===== src/rtl/uart_tx_feeder.sv =====
// uart_tx_feeder: circular FIFO plus issue FSM in front of a UART transmitter.
// Ports: source valid/ready in (s_*), one-cycle issue out (uart_tx_en/data), busy in, status out.
module uart_tx_feeder #(
  parameter int PAYLOAD_BITS = 8,
  parameter int FIFO_DEPTH   = 16,
  parameter int ACK_TIMEOUT  = 15
) (
  input  logic                         clk,
  input  logic                         resetn,
  input  logic                         flush,
  input  logic                         s_valid,
  input  logic [PAYLOAD_BITS-1:0]      s_data,
  output logic                         s_ready,
  output logic [$clog2(FIFO_DEPTH):0]  fifo_level,
  output logic                         uart_tx_en,
  output logic [PAYLOAD_BITS-1:0]      uart_tx_data,
  input  logic                         uart_tx_busy,
  output logic                         tx_idle,
  output logic                         ack_err
);

  localparam int AW = $clog2(FIFO_DEPTH);
  localparam int TW = $clog2(ACK_TIMEOUT + 1);

  typedef enum logic [1:0] {
    IDLE,
    WAIT_ACK,
    WAIT_DONE
  } state_t;

  state_t state, state_n;

  logic [PAYLOAD_BITS-1:0] mem [FIFO_DEPTH];
  logic [AW-1:0]           wr_ptr;
  logic [AW-1:0]           rd_ptr;
  logic [AW:0]             level;
  logic                    empty;
  logic                    full;
  logic                    push;
  logic                    issue;

  logic [TW-1:0]           timer, timer_n;
  logic                    en_n;
  logic [PAYLOAD_BITS-1:0] data_n;
  logic                    err_n;

  assign empty      = (level == '0);
  assign full       = (level == (AW+1)'(FIFO_DEPTH));
  assign s_ready    = !full;
  assign fifo_level = level;
  assign push       = s_valid && !full && !flush;
  assign tx_idle    = empty && (state == IDLE) && !uart_tx_busy;

  // Storage needs no reset; pointers and level define validity.
  always_ff @(posedge clk) begin
    if (push) begin
      mem[wr_ptr] <= s_data;
    end
  end

  always_ff @(posedge clk or negedge resetn) begin
    if (!resetn) begin
      wr_ptr <= '0;
      rd_ptr <= '0;
      level  <= '0;
    end else if (flush) begin
      wr_ptr <= '0;
      rd_ptr <= '0;
      level  <= '0;
    end else begin
      if (push)  wr_ptr <= wr_ptr + 1'b1;
      if (issue) rd_ptr <= rd_ptr + 1'b1;
      level <= level + {{AW{1'b0}}, push}
                     - {{AW{1'b0}}, issue};
    end
  end

  always_comb begin
    state_n = state;
    en_n    = 1'b0;
    data_n  = uart_tx_data;
    timer_n = timer;
    err_n   = ack_err;
    issue   = 1'b0;
    unique case (state)
      IDLE: begin
        if (!empty && !uart_tx_busy && !flush) begin
          issue   = 1'b1;
          en_n    = 1'b1;
          data_n  = mem[rd_ptr];
          timer_n = '0;
          state_n = WAIT_ACK;
        end
      end
      WAIT_ACK: begin
        if (uart_tx_busy) begin
          state_n = WAIT_DONE;
        end else if (timer == TW'(ACK_TIMEOUT - 1)) begin
          // Transmitter never took the word; drop it.
          err_n   = 1'b1;
          state_n = IDLE;
        end else begin
          timer_n = timer + 1'b1;
        end
      end
      WAIT_DONE: begin
        if (!uart_tx_busy) state_n = IDLE;
      end
      default: state_n = IDLE;
    endcase
  end

  always_ff @(posedge clk or negedge resetn) begin
    if (!resetn) begin
      state        <= IDLE;
      uart_tx_en   <= 1'b0;
      uart_tx_data <= '0;
      timer        <= '0;
      ack_err      <= 1'b0;
    end else begin
      state        <= state_n;
      uart_tx_en   <= en_n;
      uart_tx_data <= data_n;
      timer        <= timer_n;
      ack_err      <= err_n;
    end
  end

endmodule


===== config.mk =====
export PLATFORM = sky130hd
export DESIGN_NAME = uart_tx_feeder
export DESIGN_NICKNAME = d
export VERILOG_FILES = /design/src/rtl/uart_tx_feeder.sv
export SDC_FILE = /design/constraint.sdc
export NUM_CORES = 1
export LEC_CHECK = 0
export CORE_UTILIZATION = 50
export CTS_BUF_LIST = sky130_fd_sc_hd__clkbuf_4 sky130_fd_sc_hd__clkbuf_8 sky130_fd_sc_hd__clkbuf_16
export CTS_CLUSTER_DIAMETER = 80
export CTS_CLUSTER_SIZE = 24
export DETAILED_ROUTE_END_ITERATION = 10
export GPL_TIMING_DRIVEN = 0
export PLACE_DENSITY = 0.69
export SYNTH_ARGS = -nofsm -noshare
export SYNTH_HDL_FRONTEND = slang
export SYNTH_SLANG_ARGS = --single-unit

===== constraint.sdc =====
create_clock -name clk -period 4.8 [get_ports clk]
set_input_delay 0.48 -clock clk [delete_from_list [all_inputs] [get_ports clk]]
set_output_delay 0.48 -clock clk [all_outputs]
set_load 0.005 [all_outputs]

**Yosys cells after proc, flatten, opt, wreduce, memory -nomap -nowiden**

Memory sizes are Yosys's and may differ from the RTL's. A register that Yosys moved wholly into a read port is not among the register bits.
Index checks and enable logic that the tools add are counted.
Widths: inputs -> output; s select.

- Word-level logic and storage cells: 61
- Register bits: 21
- Memories: 1
- Memory bits (writable): 128
- Bits of input ports: 13
- Output and inout port bits: 17

- Reduce and logical (&&, ||, !) cells: 20
- Add/subtract/negate cells: 5
- Equality and inequality tests: 9
- Multiplexer cells: 18
- Bitwise operators: 1

Memories:

| memory | words | bits a word | read ports | clocked after Yosys merged registers in | wr ports | RTL line | RTL |
|---|---|---|---|---|---|---|---|
| mem | 16 | 8 | 1 | 1 | 1 | 33 | `logic [PAYLOAD_BITS-1:0] mem [FIFO_DEPTH];` |

Operators by type and width:

| cell | number |
|---|---|
| $mux 4 | 7 |
| $add 4x1->4 const B | 3 |
| $mux 2 | 4 |
| $pmux 4 s2 | 1 |
| $logic_and 1x1->1 | 6 |
| $ne 2x2->1 const B | 3 |
| $pmux 2 s3 | 1 |
| $reduce_and 3->1 | 2 |
| $reduce_bool 2->1 | 3 |
| $add 5x1->5 | 1 |
| $eq 5x5->1 const B | 1 |
| $logic_not 1->1 | 5 |
| $logic_not 5->1 | 1 |
| $mux 5 | 1 |
| $sub 5x1->5 | 1 |
| $eq 4x4->1 const B | 1 |
| $mux 1 | 4 |
| $reduce_and 4->1 | 1 |
| $ne 3x3->1 const B | 1 |
| $eq 2x1->1 const B | 1 |
| $eq 2x2->1 const B | 1 |
| $logic_not 2->1 | 1 |
| $ne 2x1->1 const B | 1 |
| $reduce_and 2->1 | 1 |
| $not 1->1 | 1 |

**Longest topological paths before layout**

- Word-level depth: 8
- Mapped depth: 15
- Mapped depth without buffers: 14

**Worst setup path after synthesis**

OpenSTA, ideal clock, no wires.

- Path kind: register to register
- Start point: register level[3], in the netlist fifo_level[3]
- End point: register level[4], in the netlist fifo_level[4]
- Clock period less this slack: 2.838 ns
- Buffers on the path: 1
- Stages on the path, launching flop included: 16
- Slack: 1.962 ns
- Arrival time: 2.750 ns
- Library setup time: 0.088 ns
- Data required time: 4.712 ns
- Cell sequence: dfrtp_1 inv_1 ha_1 or4b_4 nand2_1 buf_4 inv_1 ha_1 inv_1 ha_1 inv_1 fa_1 nor2b_1 o21bai_1 nand3_1 nor3b_1

- Cells in the longest elaborated chain, start to end: 8
- Elaborated cells on any way between the ends: 13
- Classes of those cells: add/sub (2); eq/ne (1); mux (3); reduce/logical (7)

RTL lines:

| what | RTL line | RTL |
|---|---|---|
| from (decl) | 36 | `logic [AW:0] level;` |
| from (signal assigned) | 73 | `level <= level + {{AW{1'b0}}, push}` |
| $logic_not 5->1 | 47 | `assign empty = (level == '0);` |
| $logic_not 1->1 | 87 | `if (!empty && !uart_tx_busy && !flush) begin` |
| $logic_and 1x1->1 (2 in series) | 87 |  |
| $mux 1 (2 in series) | n/a |  |
| via en_n | 43 | `logic en_n;` |
| $sub 5x1->5 | 74 | `- {{AW{1'b0}}, issue};` |
| $mux 5 | 66 | `end else if (flush) begin` |

The timed path passes the listed nets, and every way through them passes these cells.
A chain may end at the register's enable or synchronous reset.

**Worst setup path in the final report**

- Start point: register level[2], in the netlist fifo_level[2]
- End point: register level[4], in the netlist fifo_level[4]

The elaborated chain is that of the path after synthesis.

==> impl_metrics.toml <==
[setup_path]
r2r.worst_path.cells = 15
end_kind = "register"
timing.rr.end = "fifo_level[4]$_DFF_PN0_"
required_ns = 5.13
critPathLaunchType = "register"
critPathMaxFanout = 10
worstSetupPathType = "register to register"
rr_startpoint = "fifo_level[2]$_DFF_PN0_"
r2r_slack_ns = 1.58
cp.arrival_ns = 3.56

[cts]
cts_tree = "done"
cts-hold-fix-buffers = 0
cts_buffers = 17
cts_max_level = 4
clk_pin_slew_ns = 0.06
cts_sinks = 157
worstSkewPairLatency_ns = 0.42
cts_setup_buffers = 0
clk_root_buffer_cell = "clkbuf_16"
cts_resized = 0
cts_buffer_depth = 2

[floorplanning]
dieHeight_um = 115.4
dieWidth_um = 115.4
die_area_um2 = 13310
std_cell_rows = 41
initial_core_util_pct = 51.14
coreArea_um2 = 12570
ios = 30

[placed_design]
place_area_um2 = 6933
hpwl_um = 7941
numPortBuffers = 29
routabilityCongestion = 0.7162
dp_cells = 558

[timing]
finalSetupTns_ns = 0
fin_crit_ns = 3.223
period_share_pct = 67.16
worst_pin_slew_ns = 1.301
setup_violations = 0
slew-limit-headroom_pct = 12.60
drv_slew = 0
hold_viol = 0
rsz0062_at_grt = "false"
fmaxAchievable_ghz = 0.3102
clock_skew_ns = 0.005842

[global_route]
grt_pass1_vias = 3316
antenna_found_initial = 0
grt_pass1_wl_um = 18910
grt_use_total_pct = 20.57
grt_max_degree = 30
grt-ovfl-total = 0

[worst_hold_path]
min_path_type = "input port to async pin"

[routing]
drtIter0Drc = 261
routed_via_density = 5.603
drt_wl_total_um = 12110
post_drt_wl_per_cell_um = 20.52
dr.pass1.iters = 5
route.vias.total = 3306
final_antenna_net_count = 0
drc = 0

[pwr]
p_seq_share_pct = 46.0
combPwrFrac_pct = 19.3
sw_frac_of_total_pct = 26.13
ir_drop_mv = 0.2936
p_sw_mw = 0.9319
intPower_mw = 2.635
total_power_mw = 3.567
p_leak_nw = 2.616
clkPwrFrac_pct = 34.8
power.density_nw_per_um2 = 477.0

[logic_synthesis]
syn_area_um2 = 6427
synth_cells = 357
yosysSeqAreaShare_pct = 71.09
yosys_register_bits = 157
synth-edff-count = 128
syn_nets = 384
synth_warnings = 0
async_flop_share_pct = 18.47
synthFlopType = "edfxtp_1"
syn_avg_cell_area_um2 = 18.00
synth_cell_type_count = 39

[outcome]
status = "finished clean"

[layout]
fin_nets = 432
stdcell_count = 590
antenna_cells = 0
fin_area_um2 = 7477
syn_to_final_growth_pct = 16.33
fillers = 952
final_layout_size_suffix_gt1_share_pct = 18.42

[flow_run]
drv_cap = 0
## power by group through the flow
stage | Combinational, mW | Sequential [mW] | Clock, mW
floorplan | 0.422 | 1.66 | 0
global placement | 0.672 | 1.66 | 0
detailed placement | 0.693 | 1.67 | 0
CTS | 0.698 | 1.64 | 1.26
global route | 0.771 | 1.65 | 1.31
finish | 0.687 | 1.64 | 1.24
## layer usage
layer | up-vias | GRT usage (%) | part of all wire, %
met3 | 18 | 6.537 | 6.5
met5 | - | 0 | 0
li1 | 1484 | - | -
met2 | 94 | 32.53 | 49
met1 | 1710 | 27.14 | 44
met4 | 0 | 6.926 | 1.3
## logic make-up (layout without fill, tap and decap cells)
group | after synthesis | in the layout | synth area share, %
xor+xnor | 11 | 11 | 1.499
mux | 41 | 41 | 12.73
flops | 157 | 157 | 71.09
compound gates | 32 | 32 | 3.407
simple gates | 72 | 72 | 5.645
buf+inv | 30 | 91 | 2.784
fa+ha+maj | 14 | 14 | 2.842
## stage by stage
step	setup slack, ns	hold slack (ns)	util [%]
global placement	1.432	0.4509	55.16
CTS	1.562	0.4703	59.53
finish	1.577	0.09600	59.49
floorplan	1.962	0.1844	-
detailed placement	1.338	0.4569	55.16
global route	1.227	0.1387	59.49
## Yosys cell counts (3+ instances only)
master,instances,area share (%)
edfxtp_1,128,60
mux4_2,30,11
dfrtp_1,29,11
nor2_1,25,1.5
ha_1,13,2.5
inv_1,12,0.70
nand2_1,11,0.64
nand3_1,10,0.78
a21o_1,9,1.1
mux2i_1,9,1.4
xor2_1,9,1.2
a211oi_1,8,0.93
o22ai_1,8,0.78
buf_2,6,0.47
nor3_1,6,0.47
and3_1,4,0.39
clkbuf_1,4,0.23
nor2b_1,4,0.39
a21oi_1,3,0.23
nand2b_1,3,0.29
## worst max-delay path by stage
stage                     cells past startpoint  slack (ns)                     from                      end
after global placement                       14        1.43             uart_tx_busy  fifo_level[4]$_DFF_PN0_
final                                        15        1.58  fifo_level[2]$_DFF_PN0_  fifo_level[4]$_DFF_PN0_
after detailed placement                     14        1.34             uart_tx_busy  fifo_level[4]$_DFF_PN0_
after floorplan                              15        1.96  fifo_level[3]$_DFF_PN0_  fifo_level[4]$_DFF_PN0_
after global routing                         15        1.23  fifo_level[2]$_DFF_PN0_  fifo_level[4]$_DFF_PN0_
after CTS                                    15        1.56  fifo_level[2]$_DFF_PN0_  fifo_level[4]$_DFF_PN0_
## flip-flops by register name, summed over array words and instances (netlist names)
signal	flops
fifo_level	5
rd_ptr	4
uart_tx_en	1
wr_ptr	4
ack_err	1
timer	4
uart_tx_data	8
mem	128
state	2
## cell usage in the layout, fill, tap and decap left out, drive strengths merged, types with 2 or more instances in the layout
cell,count
a21o,9
mux2i,9
mux4,32
nand2b,3
o22ai,8
nor2,25
clkdlybuf4s50,28
nor3,6
a211oi,8
clkinvlp,4
xnor2,2
edfxtp,128
dfrtp,29
xor2,9
a21oi,3
inv,16
nand4,2
buf,14
and3,4
o21ai,2
ha,13
nand3,10
clkbuf,23
nand2,11
nor2b,4
clkinv,5
## critical path: stages (launching register included)
cell and delay, ns:
dfrtp_1 0.40, inv_1 0.09, ha_1 0.18, or4b_4 0.51
nand2_1 0.13, buf_4 0.19, inv_1 0.12, ha_1 0.30
inv_1 0.06, ha_1 0.17, inv_1 0.06, fa_1 0.38
nor2b_1 0.17, o21bai_1 0.11, nand3_1 0.09, nor3b_1 0.17
## area by class of cell
class | count | area, um2 | share of cell area, %
Sequential cell | 157 | 4569 | 61.11
Multi-Input combinational cell | 170 | 1679 | 22.46
Clock buffer | 18 | 432.9 | 5.790
Timing Repair Buffer | 29 | 285.3 | 3.815
Tap cell | 172 | 215.2 | 2.878
Buffer | 18 | 133.9 | 1.790
Clock inverter | 14 | 116.4 | 1.556
Inverter | 12 | 45.04 | 0.6024
Power figures use the tool's default switching activity.
